`src/rtl/vermitime_multi_pkg.sv`:
```
// Shared types and address-map constants for the multi-channel Vermitime timer.
package vermitime_multi_pkg;

  typedef enum logic [2:0] {
    CONTROL         = 3'd0,
    STATUS          = 3'd1,
    REFILL          = 3'd2,
    COUNT           = 3'd3,
    CHANNEL_REG_NUM = 3'd4
  } channel_reg_e;

  // Global registers sit right after the last channel block.
  localparam int PRESCALE_OFFSET = 0;
  localparam int PENDING_OFFSET  = 1;

  typedef struct packed {
    logic irq_enable;
    logic cyclic_mode;
    logic count_enable;
  } control_reg_t;

  typedef struct packed {
    logic event_flag;
  } status_reg_t;

  function automatic int local_address_width(input int channels);
    return $clog2(int'(CHANNEL_REG_NUM) * channels + 2);
  endfunction

endpackage

```
`src/rtl/vermitime_channel.sv`:
```
// One timer channel: control/status/refill/count registers and its irq request.
module vermitime_channel
  import vermitime_multi_pkg::*;
#(
  parameter int COUNT_WIDTH = 32
) (
  input  logic                           i_clk,
  input  logic                           i_reset_n,
  input  logic                           i_tick,
  input  logic                           i_control_we,
  input  logic                           i_status_we,
  input  logic                           i_refill_we,
  input  logic [(COUNT_WIDTH+7)/8-1:0]   i_refill_be,
  input  logic [COUNT_WIDTH-1:0]         i_wdata,
  output logic [31:0]                    o_control,
  output logic [31:0]                    o_status,
  output logic [31:0]                    o_refill,
  output logic [31:0]                    o_count,
  output logic                           o_irq_req
);

  control_reg_t           r_control;
  status_reg_t            r_status;
  logic [COUNT_WIDTH-1:0] r_refill;
  logic [COUNT_WIDTH-1:0] r_count;
  logic [COUNT_WIDTH-1:0] w_refill_new;
  logic                   w_run;
  logic                   w_rollover;

  assign w_run      = i_tick & r_control.count_enable;
  assign w_rollover = w_run & (r_count == '0);

  always_comb begin
    w_refill_new = r_refill;
    for (int i = 0; i < COUNT_WIDTH; i++) begin
      if (i_refill_be[i/8]) w_refill_new[i] = i_wdata[i];
    end
  end

  always_ff @(posedge i_clk or negedge i_reset_n) begin
    if (!i_reset_n) r_refill <= '0;
    else if (i_refill_we) r_refill <= w_refill_new;
  end

  // A refill write reloads the counter and wins over any tick activity.
  always_ff @(posedge i_clk or negedge i_reset_n) begin
    if (!i_reset_n) begin
      r_count <= '0;
    end else if (i_refill_we) begin
      r_count <= w_refill_new;
    end else if (w_run) begin
      if (r_count != '0) r_count <= r_count - 1'b1;
      else if (r_control.cyclic_mode) r_count <= r_refill;
    end
  end

  always_ff @(posedge i_clk or negedge i_reset_n) begin
    if (!i_reset_n) r_control <= '0;
    else if (i_control_we) r_control <= control_reg_t'(i_wdata[2:0]);
    else if (w_rollover && !r_control.cyclic_mode) r_control.count_enable <= 1'b0;
  end

  always_ff @(posedge i_clk or negedge i_reset_n) begin
    if (!i_reset_n) r_status <= '0;
    else if (w_rollover) r_status.event_flag <= 1'b1;
    else if (i_status_we) r_status.event_flag <= i_wdata[0];
  end

  assign o_control = {29'b0, r_control};
  assign o_status  = {31'b0, r_status};
  assign o_refill  = 32'(r_refill);
  assign o_count   = 32'(r_count);
  assign o_irq_req = r_status.event_flag & r_control.irq_enable;

endmodule

```
`src/rtl/vermitime_multi.sv`:
```
// Multi-channel Vermitime timer: shared prescaler, bus decode, readback mux and irq summary.
module vermitime_multi
  import vermitime_multi_pkg::*;
#(
  parameter int CHANNELS       = 4,
  parameter int COUNT_WIDTH    = 32,
  parameter int PRESCALE_WIDTH = 16
) (
  input  logic        clk,
  input  logic        reset_n,
  input  logic        valid,
  output logic        ready,
  input  logic [31:0] address,
  input  logic [3:0]  wstrobe,
  input  logic [31:0] wdata,
  output logic [31:0] rdata,
  output logic        irq
);

  localparam int LAW      = local_address_width(CHANNELS);
  localparam int CH_WORDS = int'(CHANNEL_REG_NUM) * CHANNELS;
  localparam int BYTES    = (COUNT_WIDTH + 7) / 8;
  localparam logic [LAW-1:0] PRESCALE_WORD = LAW'(CH_WORDS + PRESCALE_OFFSET);
  localparam logic [LAW-1:0] PENDING_WORD  = LAW'(CH_WORDS + PENDING_OFFSET);

  logic [LAW-1:0]            w_word;
  logic                      w_write;
  logic                      w_unused_addr;
  logic                      w_tick;
  logic                      w_prescale_we;
  logic [PRESCALE_WIDTH-1:0] w_prescale_new;
  logic [PRESCALE_WIDTH-1:0] r_prescale;
  logic [PRESCALE_WIDTH-1:0] r_divider;
  logic [31:0]               w_ch_rd [CH_WORDS];
  logic [CHANNELS-1:0]       w_pending;

  assign ready         = valid;
  assign w_word        = address[2 +: LAW];
  assign w_write       = valid & (|wstrobe);
  assign w_unused_addr = ^{address[1:0], address[31:2+LAW]};

  assign w_prescale_we = w_write && (w_word == PRESCALE_WORD);
  assign w_tick        = (r_divider == r_prescale);

  always_comb begin
    w_prescale_new = r_prescale;
    for (int i = 0; i < PRESCALE_WIDTH; i++) begin
      if (wstrobe[i/8]) w_prescale_new[i] = wdata[i];
    end
  end

  // Writing PRESCALE restarts the divider so the new period starts cleanly.
  always_ff @(posedge clk or negedge reset_n) begin
    if (!reset_n) begin
      r_prescale <= '0;
      r_divider  <= '0;
    end else if (w_prescale_we) begin
      r_prescale <= w_prescale_new;
      r_divider  <= '0;
    end else if (w_tick) begin
      r_divider  <= '0;
    end else begin
      r_divider  <= r_divider + 1'b1;
    end
  end

  for (genvar c = 0; c < CHANNELS; c++) begin : g_ch
    logic w_sel;
    assign w_sel = w_write && (w_word[LAW-1:2] == (LAW-2)'(c));

    vermitime_channel #(
      .COUNT_WIDTH(COUNT_WIDTH)
    ) u_channel (
      .i_clk       (clk),
      .i_reset_n   (reset_n),
      .i_tick      (w_tick),
      .i_control_we(w_sel && (w_word[1:0] == 2'(CONTROL)) && wstrobe[0]),
      .i_status_we (w_sel && (w_word[1:0] == 2'(STATUS)) && wstrobe[0]),
      .i_refill_we (w_sel && (w_word[1:0] == 2'(REFILL))),
      .i_refill_be (wstrobe[BYTES-1:0]),
      .i_wdata     (wdata[COUNT_WIDTH-1:0]),
      .o_control   (w_ch_rd[4*c + int'(CONTROL)]),
      .o_status    (w_ch_rd[4*c + int'(STATUS)]),
      .o_refill    (w_ch_rd[4*c + int'(REFILL)]),
      .o_count     (w_ch_rd[4*c + int'(COUNT)]),
      .o_irq_req   (w_pending[c])
    );
  end

  always_comb begin
    rdata = '0;
    for (int i = 0; i < CH_WORDS; i++) begin
      if (w_word == LAW'(i)) rdata = w_ch_rd[i];
    end
    if (w_word == PRESCALE_WORD) rdata = 32'(r_prescale);
    if (w_word == PENDING_WORD)  rdata = 32'(w_pending);
  end

  assign irq = |w_pending;

endmodule

```
`config.mk`:
```
export PLATFORM = sky130hd
export DESIGN_NAME = vermitime_multi
export DESIGN_NICKNAME = d
export VERILOG_FILES = /design/src/rtl/vermitime_multi_pkg.sv /design/src/rtl/vermitime_channel.sv /design/src/rtl/vermitime_multi.sv
export SDC_FILE = /design/constraint.sdc
export NUM_CORES = 1
export LEC_CHECK = 0
export ABC_AREA = 0
export ABC_CLOCK_PERIOD_IN_PS = 2950
export BUFFER_PORTS_ARGS = -buffer_cell sky130_fd_sc_hd__buf_4
export CAP_MARGIN = 40
export CORE_MARGIN = 2
export CORE_UTILIZATION = 30
export CTS_BUF_LIST = sky130_fd_sc_hd__clkbuf_8
export CTS_CLUSTER_SIZE = 28
export DETAILED_ROUTE_END_ITERATION = 8
export HOLD_SLACK_MARGIN = 0.12
export PLACE_DENSITY = 0.59
export SETUP_SLACK_MARGIN = 0.15
export SYNTH_ARGS = -nofsm -noshare
export SYNTH_HDL_FRONTEND = slang
export SYNTH_SLANG_ARGS = --single-unit
```
`constraint.sdc`:
```
create_clock -name clk -period 2.95 [get_ports clk]
set_input_delay 0.59 -clock clk [delete_from_list [all_inputs] [get_ports clk]]
set_output_delay 0.59 -clock clk [all_outputs]
set_load 0.01 [all_outputs]
```
* Yosys cells after proc, flatten, opt, wreduce, memory -nomap -nowiden *
Index checks and enable logic that the tools add are counted.

word-level totals
  register bits = 304
  bits in latches = 0
  memory bits (writable) = 0
  memory bits (read-only) = 0
  bits of input ports = 71
  output and inout port bits = 34
  logic and storage cells = 316
  memories kept = 0

operators by class
  $add $sub $neg = 5
  multiply operators = 0
  divide/modulo/power cells = 0
  magnitude comparators = 0
  eq/ne operators = 23
  shifts and indexed selects = 0
  multiplexer cells = 180
  bitwise gates (word level) = 13
  reductions and logical operators = 68

operators with widths
  kind                   number
  $mux 32                33
  $mux 1                 144
  $logic_not 32->1       4
  $reduce_bool 32->1     4
  $sub 32x1->32 const B  4
  $eq 5x4->1 const B     8
  $mux 16                2
  $logic_and 1x1->1      29
  $reduce_bool 2->1      12
  $eq 5x3->1 const B     4
  $add 16x1->16 const B  1
  $eq 16x16->1           1
  $and 1x1->1            13
  $reduce_and 2->1       6
  $reduce_bool 3->1      4
  $eq 5x2->1 const B     2
  $eq 5x5->1 const B     2
  $reduce_or 4->1        2
  $eq 3x2->1 const B     2
  $eq 5x1->1 const B     1
  $logic_not 5->1        1
  $logic_not 1->1        4
  $eq 3x1->1 const B     1
  $logic_not 3->1        1
  4 further kinds        4

* Logic depth before layout (Yosys ltp) *
  depth in word-level cells = 19
  mapped depth = 10
  mapped depth without buffers = 8

* Modules after synthesis *
From an unflattened synthesis, not the netlist that was laid out.

second synthesis, totals
  cells, all modules = 3040
  area total of the unflattened synthesis = 25468.2 µm²

modules (own cells, without submodules)
  module                                     times used  cells each  area an instance (µm²)  sequential area each (µm²)
  vermitime_channel (g_ch[0].u_channel ...)  2           512         4723.3                  1701.6
  vermitime_channel (g_ch[2].u_channel ...)  2           523         4606.9                  1701.6
  vermitime_multi                            1           970         6807.8                  800.8

* Worst setup path before layout *
OpenSTA, ideal clock, no wires.

  path type = input -> output
  from = input address[5]
  to = output rdata[12]
  arrival = 2.570 ns
  data required time = 2.360 ns
  path slack = -0.210 ns
  stages on the path = 8
  buffers on the path = 4
  path through = clkbuf_1 -> or3b_2 -> clkbuf_1 -> nor2_1 -> clkbuf_1 -> buf_1 -> a22oi_1 -> a31oi_1

between the ends
  longest elaborated chain between the ends = 17
  elaborated cells on any way between the ends = 32
  classes of those cells = eq/ne (16); mux (16)

ends and longest elaborated chain
  what                   line                   RTL
  start, declared        vermitime_multi.sv:13  input logic [31:0] address,
  $eq 5x2->1             vermitime_multi.sv:93  if (w_word == LAW'(i)) rdata = w_ch_rd[i];
  $mux 32 (14 in a row)  vermitime_multi.sv:93
  $mux 32                vermitime_multi.sv:95  if (w_word == PRESCALE_WORD) rdata = 32'(r_prescale);
  $mux 32 (*)            vermitime_multi.sv:96  if (w_word == PENDING_WORD) rdata = 32'(w_pending);
  end, declared          vermitime_multi.sv:16  output logic [31:0] rdata,

Every way passes the cells marked *; elsewhere a longest branch is shown, timed or not.

* Final worst setup path *
  from = register g_ch[0].u_channel.r_count[0]
  to = output rdata[0]

between the ends
  longest elaborated chain between the ends = 15

ends and longest elaborated chain
  what                    line                     RTL
  start, declared         vermitime_channel.sv:25  logic [COUNT_WIDTH-1:0] r_count;
  start signal, assigned  vermitime_channel.sv:50  r_count <= w_refill_new;
  start signal, assigned  vermitime_channel.sv:52  if (r_count != '0) r_count <= r_count - 1'b1;
  start signal, assigned  vermitime_channel.sv:53  else if (r_control.cyclic_mode) r_count <= r_refill;
  $mux 32 (13 in a row)   vermitime_multi.sv:93
  $mux 32                 vermitime_multi.sv:95
  $mux 32                 vermitime_multi.sv:96

No other way between the ends.

==> implementation parameters <==
Parameter                              Value

Outcome
  Result of the run ... complete, but fails checks
  Violated checks ... negative setup slack

Route
  Wire per inst ... between 20 and 30 µm
  Detailed-router iteration count before antenna repair ... 7
  1st-iter DRT viols ... between 2k and 3k
  Drt total wl ... 90400 µm
  Final routed DRC violation total ... 0
  Number of nets with antenna violations after routing ... 0
  DR vias/cell ... around 6.2
  Via total after detailed routing ... roughly 21k

Power and ir drop
  Reg power frac ... roughly two fifths
  Power Total ... roughly 14 mW
  Leakage ... between 10 and 15 nW
  Worst-case vdd ir drop ... 0.000312 V
  Clock Power Share ... 31.2%
  Pint ... just over 9 mW
  Switch Pwr ... slightly above 5 mW
  Proportion of total power due to net switching ... between 30% and 40%
  Total power per unit cell area ... about 540 nW/µm²
  Share of power burned in combinational logic ... 27.1%

STA
  Worst hold margin ... 0.218 ns
  Setup repair after global routing missed its margin ... true
  Final critical-path required period ... ~3.1 ns
  Final Max Slew Viols ... 0
  Worst Tran Pin Value ... about 0.7 ns
  Worst-case headroom to the max-slew limit ... roughly 54%
  Max Clock Skew ... roughly 0.047 ns
  Least setup slack across all paths after layout ... -0.147 ns
  Number of setup violations in the final report ... 2
  Fin crit share ... 105%
  Final Hold Fails ... 0
  Maximum clock rate ... roughly 0.32 GHz

Finish
  Commonest cells after routing, fill and taps aside ... sky130_fd_sc_hd__buf_4 (336), sky130_fd_sc_hd__dfrtp_1 (300), sky130_fd_sc_hd__nor2_1 (149), sky130_fd_sc_hd__mux2_2 (143), sky130_fd_sc_hd__nand2_1 (136)
  Post-Layout Inst Area ... ~27000 µm²
  Layout net count ... between 2k and 3k
  Total of fill cells in the finished design ... a little over 6k
  Most common cell after layout, fill and taps aside ... sky130_fd_sc_hd__buf_4
  Share of post-route cells with drive strength above 1 ... a little over a third
  Core occupancy in the finished layout ... around two fifths
  Layout-stage area growth over the synthesis result ... 37.8%

Floorplan
  I/O Pins ... 105
  Core Area ... around 64000 µm²
  Overall die height ... about 260 µm
  Core Rows ... 93
  Die Area ... between 60000 and 70000 µm²
  Initial cell density of the core ... 30.2%
  Die outline width ... roughly 260 µm

Yosys
  Largest family of logic cells by synthesized area ... compound AO/OA/AOI/OAI gates
  Number of instances in the synthesized netlist ... ~2.1k
  Synth Area in Simple Gates ... 17.5%
  Post-synthesis area per instance ... between 9 and 10 µm²
  Number of enable-type register cells in the synthesized netlist ... 0
  Total standard cell area after synthesis ... 19400 µm²
  Post-synth ARST share ... between 90% and 100%
  Multiplexer fraction of the synthesized cell area ... 11.4%
  Yosys reg bits ... roughly 300
  Dominant synthesized flop cell ... sky130_fd_sc_hd__dfrtp_1
  Adder-cell share of the synthesized area ... 0.582%
  Synth Area in Compound Gates ... roughly a quarter
  Number of different library cells in the post-synthesis netlist ... 79
  Sequential share of the synthesized area ... 39.3%
  Synth warn ... 0
  Net count after synthesis ... 2212
  Share of the synthesized netlist area taken by xor and xnor gates ... 2.40%

Critical path
  Critical path start-end classification ... reg -> out
  Slack of the worst reg-to-reg path ... -0.01 ns
  Cell with the largest stage delay on the worst path ... sky130_fd_sc_hd__mux4_2
  Data arrival time of the worst path ... around 2.5 ns
  Worst r2r dst ... g_ch[3].u_channel.o_count[13]$_DFFE_PN0P_
  Length in cells of the worst reg-to-reg path ... 8
  Critical-path cell list ... or2_4, mux4_2, a32oi_2, o31ai_2, a21oi_2, o22ai_2, buf_4
  Startpoint class of the critical path ... flop
  WP buf/inv ... 1
  Count of cell instances traversed by the critical path ... 7
  Required time reported for the critical path endpoint ... around 2.4 ns
  Critical register-to-register path startpoint ... g_ch[3].u_channel.o_count[15]$_DFFE_PN0P_
  Family of cells with the greatest summed delay on the critical path ... compound AO/OA/AOI/OAI gates
  Worst setup EP type ... output port
  Maximum single-stage delay on the critical path ... between 0.4 and 0.5 ns
  Largest fanout on the critical path ... 2

Worst hold path
  Type of the most critical hold path ... in -> reg
  Worst Hold Launch ... wdata[0]
  Worst-case hold path end point ... g_ch[2].u_channel.r_status$_DFFE_PN0P_
  Worst hold path depth ... 3

Global route
  Initial antenna violation count ... 2
  Pin count of the biggest net entering global routing ... 73
  Vias in the first global route ... roughly 20k
  Total routing resource utilization after global routing ... 25.6%
  Congestion Overflow GR ... 0
  Wire length of the first global-routing pass ... approximately 130000 µm

Clock tree
  TritonCTS clock tree ... built
  Depth of the CTS H-tree ... 2
  Number of clock sinks seen by CTS ... around 300
  CTS clk-pin slew, worst paths ... 0.07 ns
  Root Driver ... sky130_fd_sc_hd__clkbuf_8
  Clock latency on the worst-skew pair ... 0.70 ns
  Bufs on Longest Clock Path ... 3
  TritonCTS Buffers ... 55

Placed design
  Routability congestion estimate ... ~1.0
  Count of buffers from port buffering ... just under 80
  Placed wire-length estimate ... 65400 µm
  Pre-CTS WS ... -0.408 ns
  Dpl cell area ... between 20000 and 25000 µm²

Run
  Max-Cap Viols ... 0
[metal layers]
layer,part of all wire (%),up-vias,track usage [%]
li1,-,8922,-
met1,40,10400,34.1
met2,45,1279,39.5
met3,9.4,288,4.79
met4,6.1,0,13.6
met5,0,-,0
[stage by stage]
stage               TNS (ns)  instances
finish                -0.162       3391
floorplan                  0       2132
global route          -0.202       3389
global placement       -3.71       3212
CTS                   -0.252       3346
detailed placement     -3.91       3212
[worst max path at each step]
stage                                             start   endpoint  slack, ns
6_report       g_ch[0].u_channel.o_count[0]$_DFFE_PN0P_   rdata[0]      -0.15
2_1_floorplan                                address[4]  rdata[13]       0.15
3_3_place_gp                                 address[5]  rdata[28]      -0.41
5_1_grt        g_ch[0].u_channel.o_count[0]$_DFFE_PN0P_   rdata[0]      -0.18
4_1_cts        g_ch[0].u_channel.o_count[0]$_DFFE_PN0P_   rdata[0]      -0.25
3_5_place_dp                                 address[5]  rdata[28]      -0.41
[sequential cells by signal, summed over array words and instances, names as in the netlist]
signal,flops
g_ch.u_channel.o_count,128
g_ch.u_channel.o_refill,128
r_divider,16
r_prescale,16
g_ch.u_channel.o_control,12
g_ch.u_channel.r_status,4
[cells in the mapped netlist, types with 20 or more instances]
cell type | number | area share (%)
sky130_fd_sc_hd__a31oi_1 | 24 | 0.78
sky130_fd_sc_hd__mux2_2 | 143 | 8.3
sky130_fd_sc_hd__nor2_1 | 165 | 3.2
sky130_fd_sc_hd__or2_2 | 20 | 0.65
sky130_fd_sc_hd__a22oi_1 | 91 | 3.5
sky130_fd_sc_hd__nor3_1 | 68 | 1.8
sky130_fd_sc_hd__o22ai_1 | 50 | 1.6
sky130_fd_sc_hd__a221oi_1 | 29 | 1.3
sky130_fd_sc_hd__nand2_1 | 142 | 2.8
sky130_fd_sc_hd__o221ai_1 | 26 | 1.2
sky130_fd_sc_hd__inv_1 | 47 | 0.91
sky130_fd_sc_hd__a2bb2oi_1 | 39 | 1.8
sky130_fd_sc_hd__nand4_1 | 40 | 1.3
sky130_fd_sc_hd__mux2i_1 | 58 | 3.0
sky130_fd_sc_hd__clkbuf_1 | 117 | 2.3
sky130_fd_sc_hd__or3_1 | 23 | 0.74
sky130_fd_sc_hd__a21oi_1 | 130 | 3.4
sky130_fd_sc_hd__nor4_1 | 46 | 1.5
sky130_fd_sc_hd__xor2_1 | 34 | 1.5
sky130_fd_sc_hd__dfrtp_1 | 304 | 39
sky130_fd_sc_hd__nand3_1 | 62 | 1.6
sky130_fd_sc_hd__buf_1 | 20 | 0.39
sky130_fd_sc_hd__o21ai_0 | 122 | 3.2
[repair_timing]
| item | 4_1_cts | 5_1_grt |
|---|---|---|
| pin swaps | 52 | 106 |
| resized for setup | 137 | 213 |
| gates cloned | 3 | 5 |
| endpoints found under the hold margin | 44 | 0 |
| hold buffers | 1 | 0 |
| endpoints found under the setup margin | 95 | 106 |
| buffers inserted | 29 | 38 |
[power by group through the flow]
stage                     Combinational (mW)  Clock [mW]  Sequential, mW
after detailed placement                3.40           0            5.94
after global routing                    4.17        4.70            6.07
after CTS                               3.57        4.55            5.88
final                                   3.90        4.48            5.99
after floorplan                         1.95           0            5.63
after global placement                  3.31           0            5.91
[kinds of logic after synthesis]
kind of cell	Yosys count
buffers and inverters	209
multiplexers	202
adder cells (fa/ha/maj)	9
AND/OR/NAND/NOR	670
XOR/XNOR	53
AO/OA/AOI/OAI	685
flip-flops	304
[worst register-to-register path: stages, from the launching register on]
cell and delay (ns):
sky130_fd_sc_hd__dfrtp_1 0.39, sky130_fd_sc_hd__or4_4 0.62, sky130_fd_sc_hd__or4_4 0.62, sky130_fd_sc_hd__or3_4 0.46, sky130_fd_sc_hd__buf_12 0.18, sky130_fd_sc_hd__buf_12 0.15, sky130_fd_sc_hd__a21o_1 0.18, sky130_fd_sc_hd__a21oi_2 0.14
sky130_fd_sc_hd__o32ai_2 0.10
[cell type report]
| type | instances | area [µm²] | area share [%] |
|---|---|---|---|
| multi-input combinational | 1619 | 12100 | 45.2 |
| inverter | 47 | 176 | 0.661 |
| tap | 855 | 1070 | 4.01 |
| clock buffer | 70 | 963 | 3.61 |
| clock inverter | 31 | 254 | 0.952 |
| antenna | 2 | 5.00 | 0.0188 |
| sequential | 304 | 7610 | 28.5 |
| timing repair buffer | 463 | 4530 | 17.0 |
(Power assumes the default switching activity.)
